===== src/rtl/alarm_pkg.sv =====
// Shared types and constants for the alarm ring/snooze/stop sequencer.
// Latency: n/a (declarations only).
// Backpressure: n/a.
package alarm_pkg;

  // Sequencer states; the 2-bit encoding is fixed so the display side can decode it
  typedef enum logic [1:0] {
    IDLE   = 2'd0,
    RING   = 2'd1,
    SNOOZE = 2'd2,
    DONE   = 2'd3
  } alarm_state_t;

  // Tone cadence length: one second of 1 kHz clock cycles
  localparam int CYCLES_PER_SEC = 1000;

endpackage


===== src/rtl/key_debounce.sv =====
// Raw push-button conditioner: 2-FF synchronizer, stable-level debounce, rising-edge press pulse.
// Latency: press is high DEB_MS+2 cycles after the raw key rises and stays stable.
// Backpressure: none; press is a one-cycle pulse that is not held for the consumer.
module key_debounce #(
  parameter int DEB_MS = 20
) (
  input  logic clk,
  input  logic rst,
  input  logic key_raw,
  output logic press
);

  localparam logic [4:0] DEB_LAST = 5'(DEB_MS - 1);

  logic       sync_q1;
  logic       sync_q2;
  logic       level;
  logic [4:0] deb_cnt;

  // Synchronize, count consecutive cycles of a differing level, then accept it and pulse on 0->1
  always_ff @(posedge clk) begin
    if (rst) begin
      sync_q1 <= 1'b0;
      sync_q2 <= 1'b0;
      level   <= 1'b0;
      deb_cnt <= 5'd0;
      press   <= 1'b0;
    end else begin
      sync_q1 <= key_raw;
      sync_q2 <= sync_q1;
      press   <= 1'b0;
      if (sync_q2 != level) begin
        if (deb_cnt == DEB_LAST) begin
          level   <= sync_q2;
          deb_cnt <= 5'd0;
          press   <= sync_q2;
        end else begin
          deb_cnt <= deb_cnt + 5'd1;
        end
      end else begin
        deb_cnt <= 5'd0;
      end
    end
  end

endmodule


===== src/rtl/alarm_sequencer.sv =====
// Alarm ring/snooze/stop controller with a gated 500 Hz tone on a 1 s on/off cadence.
// Latency: ringing asserts one cycle after arm&&match is seen in IDLE; key actions land DEB_MS+3 cycles after the raw key.
// Backpressure: none; all inputs are levels or one-cycle strobes consumed as they arrive.
module alarm_sequencer
  import alarm_pkg::*;
#(
  parameter int RING_SECS   = 60,
  parameter int SNOOZE_SECS = 300,
  parameter int MAX_SNOOZE  = 3,
  parameter int DEB_MS      = 20,
  parameter int BEEP_ON_MS  = 500
) (
  input  logic       _1KHz,
  input  logic       CR,
  input  logic       arm,
  input  logic       match,
  input  logic       sec_tick,
  input  logic       stop_key,
  input  logic       snooze_key,
  output logic       ring,
  output logic       ringing,
  output logic       snoozing,
  output logic [1:0] snooze_cnt,
  output logic       missed
);

  localparam logic [8:0] RING_LAST   = 9'(RING_SECS - 1);
  localparam logic [8:0] SNOOZE_LAST = 9'(SNOOZE_SECS - 1);
  localparam logic [9:0] MS_LAST     = 10'(CYCLES_PER_SEC - 1);
  localparam logic [9:0] BEEP_ON     = 10'(BEEP_ON_MS);
  localparam logic [1:0] SNOOZE_MAX  = 2'(MAX_SNOOZE);

  alarm_state_t state;
  logic [8:0]   sec_cnt;
  logic [9:0]   ms_cnt;
  logic         stop_press;
  logic         snooze_press;

  key_debounce #(.DEB_MS(DEB_MS)) u_stop_key (
    .clk     (_1KHz),
    .rst     (CR),
    .key_raw (stop_key),
    .press   (stop_press)
  );

  key_debounce #(.DEB_MS(DEB_MS)) u_snooze_key (
    .clk     (_1KHz),
    .rst     (CR),
    .key_raw (snooze_key),
    .press   (snooze_press)
  );

  // Sequencer FSM with its second/cadence counters and the registered tone and status outputs
  always_ff @(posedge _1KHz) begin
    if (CR) begin
      state      <= IDLE;
      sec_cnt    <= 9'd0;
      ms_cnt     <= 10'd0;
      snooze_cnt <= 2'd0;
      missed     <= 1'b0;
      ring       <= 1'b0;
      ringing    <= 1'b0;
      snoozing   <= 1'b0;
    end else begin
      // Tone is silent outside RING; the RING branch overrides this while it stays in RING
      ring <= 1'b0;
      case (state)
        IDLE: begin
          if (stop_press) begin
            missed <= 1'b0;
          end
          // match is only looked at here, so a dropping match cannot end an event in progress
          if (arm && match) begin
            state      <= RING;
            sec_cnt    <= 9'd0;
            ms_cnt     <= 10'd0;
            snooze_cnt <= 2'd0;
            ringing    <= 1'b1;
          end
        end

        RING: begin
          ms_cnt <= (ms_cnt == MS_LAST) ? 10'd0 : ms_cnt + 10'd1;
          ring   <= (ms_cnt < BEEP_ON) ? ~ring : 1'b0;
          if (!arm || stop_press || (snooze_press && (snooze_cnt == SNOOZE_MAX))) begin
            // Exhausted snoozes act exactly like stop; a simultaneous stop wins and consumes nothing
            state   <= DONE;
            ringing <= 1'b0;
            ring    <= 1'b0;
          end else if (snooze_press) begin
            state      <= SNOOZE;
            snooze_cnt <= snooze_cnt + 2'd1;
            sec_cnt    <= 9'd0;
            ringing    <= 1'b0;
            snoozing   <= 1'b1;
            ring       <= 1'b0;
          end else if (sec_tick) begin
            if (sec_cnt == RING_LAST) begin
              state   <= DONE;
              missed  <= 1'b1;
              ringing <= 1'b0;
              ring    <= 1'b0;
            end else begin
              sec_cnt <= sec_cnt + 9'd1;
            end
          end
        end

        SNOOZE: begin
          // Further snooze presses are deliberately ignored while already snoozing
          if (!arm || stop_press) begin
            state    <= DONE;
            snoozing <= 1'b0;
          end else if (sec_tick) begin
            if (sec_cnt == SNOOZE_LAST) begin
              state    <= RING;
              sec_cnt  <= 9'd0;
              ms_cnt   <= 10'd0;
              snoozing <= 1'b0;
              ringing  <= 1'b1;
            end else begin
              sec_cnt <= sec_cnt + 9'd1;
            end
          end
        end

        DONE: begin
          // Hold off until the matching minute is over so the same minute cannot re-trigger
          if (!match) begin
            state <= IDLE;
          end
        end

        default: state <= IDLE;
      endcase
    end
  end

endmodule


===== config.mk =====
export PLATFORM = sky130hd
export DESIGN_NAME = alarm_sequencer
export DESIGN_NICKNAME = d
export VERILOG_FILES = /design/src/rtl/alarm_pkg.sv /design/src/rtl/key_debounce.sv /design/src/rtl/alarm_sequencer.sv
export SDC_FILE = /design/constraint.sdc
export NUM_CORES = 1
export LEC_CHECK = 0
export ABC_CLOCK_PERIOD_IN_PS = 2000
export BUFFER_PORTS_ARGS = -buffer_cell sky130_fd_sc_hd__clkbuf_2
export CAP_MARGIN = 20
export CORE_MARGIN = 2
export CORE_UTILIZATION = 40
export DETAILED_ROUTE_END_ITERATION = 7
export PLACE_DENSITY = 0.69
export SKIP_LAST_GASP = 1
export SYNTH_ARGS = -nofsm -noshare
export SYNTH_HDL_FRONTEND = slang
export SYNTH_HIERARCHICAL = 1
export SYNTH_SLANG_ARGS = --single-unit

===== constraint.sdc =====
create_clock -name _1KHz -period 2 [get_ports _1KHz]
set_clock_uncertainty 0.2 [all_clocks]
set_input_delay 0.1 -clock _1KHz [delete_from_list [all_inputs] [get_ports _1KHz]]
set_output_delay 0.1 -clock _1KHz [all_outputs]
set_load 0.03 [all_outputs]

==> flow_summary.ini <==
[grt]
pin_count_of_the_biggest_net_entering_global_routing = 29
grt_remaining_overflow = 0
grt_pass1_wl_um = 8130
grt_antenna_before_repair = 0
total_routing_resource_utilization_after_global_routing_pct = 16.2
number_of_global_route_vias_before_repair = 1887

[setup_path]
regToRegEndpoint = sec_cnt[4]
timing.reg2reg.setup_slack_ns = 0.04
worst_setup_path_startpoint = sec_cnt[0]
critPathLaunchType = flip-flop
worstPathArrival_ns = 1.96
critPathSlowestCell = sky130_fd_sc_hd__dfxtp_2
crit_path_max_cell_delay_ns = 0.33
critPathCapture = sec_cnt[4]
worst_path_dominant_cell_family = compound AO/OA/AOI/OAI gates
crit_chain = ha_2, and4b_2, a211oi_2, buf_4, o21a_1, o21ai_0, a32o_1
worst-setup-path-type = flip-flop to flip-flop
critical_path_required_ns = 2.00
worstReg2RegStart = sec_cnt[0]
critPathCaptureType = flip-flop
critPathBufInv = 1
reg2regPathDepth = 7
crit_cells = 7
timing.critical_path.fanout_max = 4

[route]
drt_first_pass_iters = 4
detail_route.iter0.violations = 98
via_per_inst = 5.29
drt-wirelength-per-cell_um = 12.9
antenna_left = 0
drc = 0
wire_length_reported_by_the_detailed_router_um = 4850
routed-via-count = 1990

[clock_network]
clock-sinks = 45
cts.reportedPaths.clkPinSlew_ns = 0.08
cts_tree = done
cts_buffers = 5
insertion_delay_ns = 0.30
clock_tree.htree_level_count = 2
clk_path_buf_depth = 2
clockRootBuffer = sky130_fd_sc_hd__clkbuf_8

[floorplanning]
die_width_um = 80.0
initial_utilization_pct = 41.7
num_io_pins = 13
die_y_um = 80.0
die_area_um2 = 6400
core_area_um2 = 5540
floorplan.rows = 27

[logic_synthesis]
yosys_warnings = 6
synthCells = 255
yosysMostFrequentCell = sky130_fd_sc_hd__dfxtp_1
synth-edff-count = 0
combinational_family_with_the_most_area_after_synthesis = simple AND/OR/NAND/NOR gates
ys_async_sr_fraction_pct = 0
postSynthRegisterBits = 45
netlist.area_leader.share_pct = 39.0
synth.net_count = 272
syn_avg_cell_area_um2 = 9.07
post_synth_instance_area_um2 = 2310
synth.top_cells.by_count = sky130_fd_sc_hd__dfxtp_1, sky130_fd_sc_hd__nor2_1, sky130_fd_sc_hd__nand2_1
ys_dominant_reg_cell = sky130_fd_sc_hd__dfxtp_1
synth_top_cells_by_area = sky130_fd_sc_hd__dfxtp_1, sky130_fd_sc_hd__ha_1, sky130_fd_sc_hd__nor2_1
synth.area.mux_share_pct = 0.433
complex_gate_fraction_of_the_synthesized_area_pct = 17.9
yosysUniqueCellTypes = 47
synth-simple-area-share_pct = 29.5
synthDominantAreaCellType = sky130_fd_sc_hd__dfxtp_1
post_synth_fa_ha_maj_area_fraction_pct = 5.41
synthXorXnorAreaFrac_pct = 4.92
seq_area_frac_synth_pct = 39.0

[power]
net-switching-power_mw = 1.01
seqPwrFrac_pct = 34.7
switching_part_of_the_total_power_pct = 34.9
power_mw = 2.89
ir_drop_mv = 0.461
clockPowerShare_pct = 23.9
p_int_mw = 1.89
cellLeakagePower_nw = 1.09
powerDensity_nw_per_um2 = 1000
combPwrFrac_pct = 41.4

[cells_and_area]
utilization_pct = 52.2
drive_above_1_share_pct = 26.6
design.final.nets = 320
relative_area_change_from_synthesis_to_final_layout_pct = 25.0
diodes_inserted = 0
final_area_um2 = 2890

[sta]
report.final.slew_viol_count = 0
worstMarginPinSlew_ns = 0.345
max-slew-margin-rel_pct = 76.9
final_hold_viol_count = 0
grt_setup_unrepaired = true
maxClockFrequency_mhz = 510
final.period_utilization_pct = 98.1
post_route_minimum_period_ns = 1.96
hold_ws_ns = 0.0723
final_report_setup_violation_count = 0

[worst_hold_path]
min_delay_path_class = primary input to flip-flop

[placement]
dpl.hpwl_um = 3420
detailed_place.area_um2 = 2670
routabilityCongestion = 0.847
port_buffers = 12

[status]
status = complete, no violations

[flow_run]
cap_viol_max_count = 0
kinds of logic after synthesis:
| group | after synthesis |
|---|---|
| XOR/XNOR | 13 |
| multiplexers | 1 |
| adder cells (fa/ha/maj) | 10 |
| buffers and inverters | 18 |
| AND/OR/NAND/NOR | 112 |
| flip-flops | 45 |
| AO/OA/AOI/OAI | 56 |
flip-flops by register name, summed over array words and instances (netlist names), 2 cells and up:
register              count
ms_cnt                   10
u_snooze_key/deb_cnt      5
snooze_cnt                2
u_stop_key/deb_cnt        5
sec_cnt                   9
state                     2
routing by layer:
layer | global-route usage [%] | share of wire, % | up-vias
met5 | 0 | 0 | -
met4 | 5.76 | 1.3 | 0
met3 | 5.20 | 3.8 | 7
met2 | 26.6 | 47 | 31
met1 | 19.8 | 48 | 937
li1 | - | - | 1015
power by group through the flow:
| stage | sequential (mW) | combinational, mW | clock [mW] |
|---|---|---|---|
| floorplan | 1.06 | 0.650 | 0 |
| global placement | 1.01 | 1.09 | 0 |
| detailed placement | 1.02 | 1.09 | 0 |
| CTS | 0.998 | 1.11 | 0.713 |
| global route | 1.01 | 1.31 | 0.756 |
| finish | 1.00 | 1.20 | 0.693 |
what timing repair did:
action / CTS / global route
setup endpoints to repair: 2 / 23
gates cloned: 0 / 1
setup buffers: 0 / 2
hold buffers: 2 / 0
endpoints found under the hold margin: 2 / 0
pin swaps: 0 / 6
resized for setup: 0 / 21
through the flow:
step	setup TNS [ns]	setup slack, ns	instances
2_1_floorplan	0	0.00713	255
3_3_place_gp	0	0.0633	363
3_5_place_dp	0	0.0142	363
4_1_cts	-0.00712	-0.00681	373
5_1_grt	-0.235	-0.0553	376
6_report	0	0.0382	376
area by class of cell:
type	count	area, um2
fillers	528	2650
flip-flops and latches	45	906
inverters	12	45.0
clock inverters	2	38.8
repair buffers	46	320
clock buffers	6	72.6
well taps	72	90.1
multi-input cells	193	1420
worst min path at each step:
stage                          start                    to  depth (start not counted)
after floorplan                   CR    u_snooze_key/level                          1
after global placement    snooze_key  u_snooze_key/sync_q1                          2
after detailed placement    stop_key    u_stop_key/sync_q1                          2
after CTS                         CR    u_snooze_key/level                          3
after global routing              CR         snooze_cnt[0]                          3
final                             CR    u_snooze_key/level                          3
placed cells by master, fill, tap and decap left out, drive strengths merged, types with 3 or more instances in the layout:
master	n
dfxtp	45
buf	32
nor2	26
clkbuf	18
nand2	15
o21ai	15
nand3	13
a21oi	13
inv	11
ha	10
nand2b	9
xor2	9
and3	8
nor2b	8
nor3b	7
a32o	7
nand3b	6
a31oi	5
nor3	4
nand4b	4
xnor2	4
and2	4
o21a	4
a211oi	3
nand4bb	3
worst reg2reg max path: cells and delay by family, from the launching register on:
family                   cells  cell delay [ns]
AO/OA/AOI/OAI                4             0.77
adder cells (fa/ha/maj)      1             0.18
buffers and inverters        1             0.15
flip-flops                   1             0.33
AND/OR/NAND/NOR              1             0.23
(Power assumes the default switching activity.)
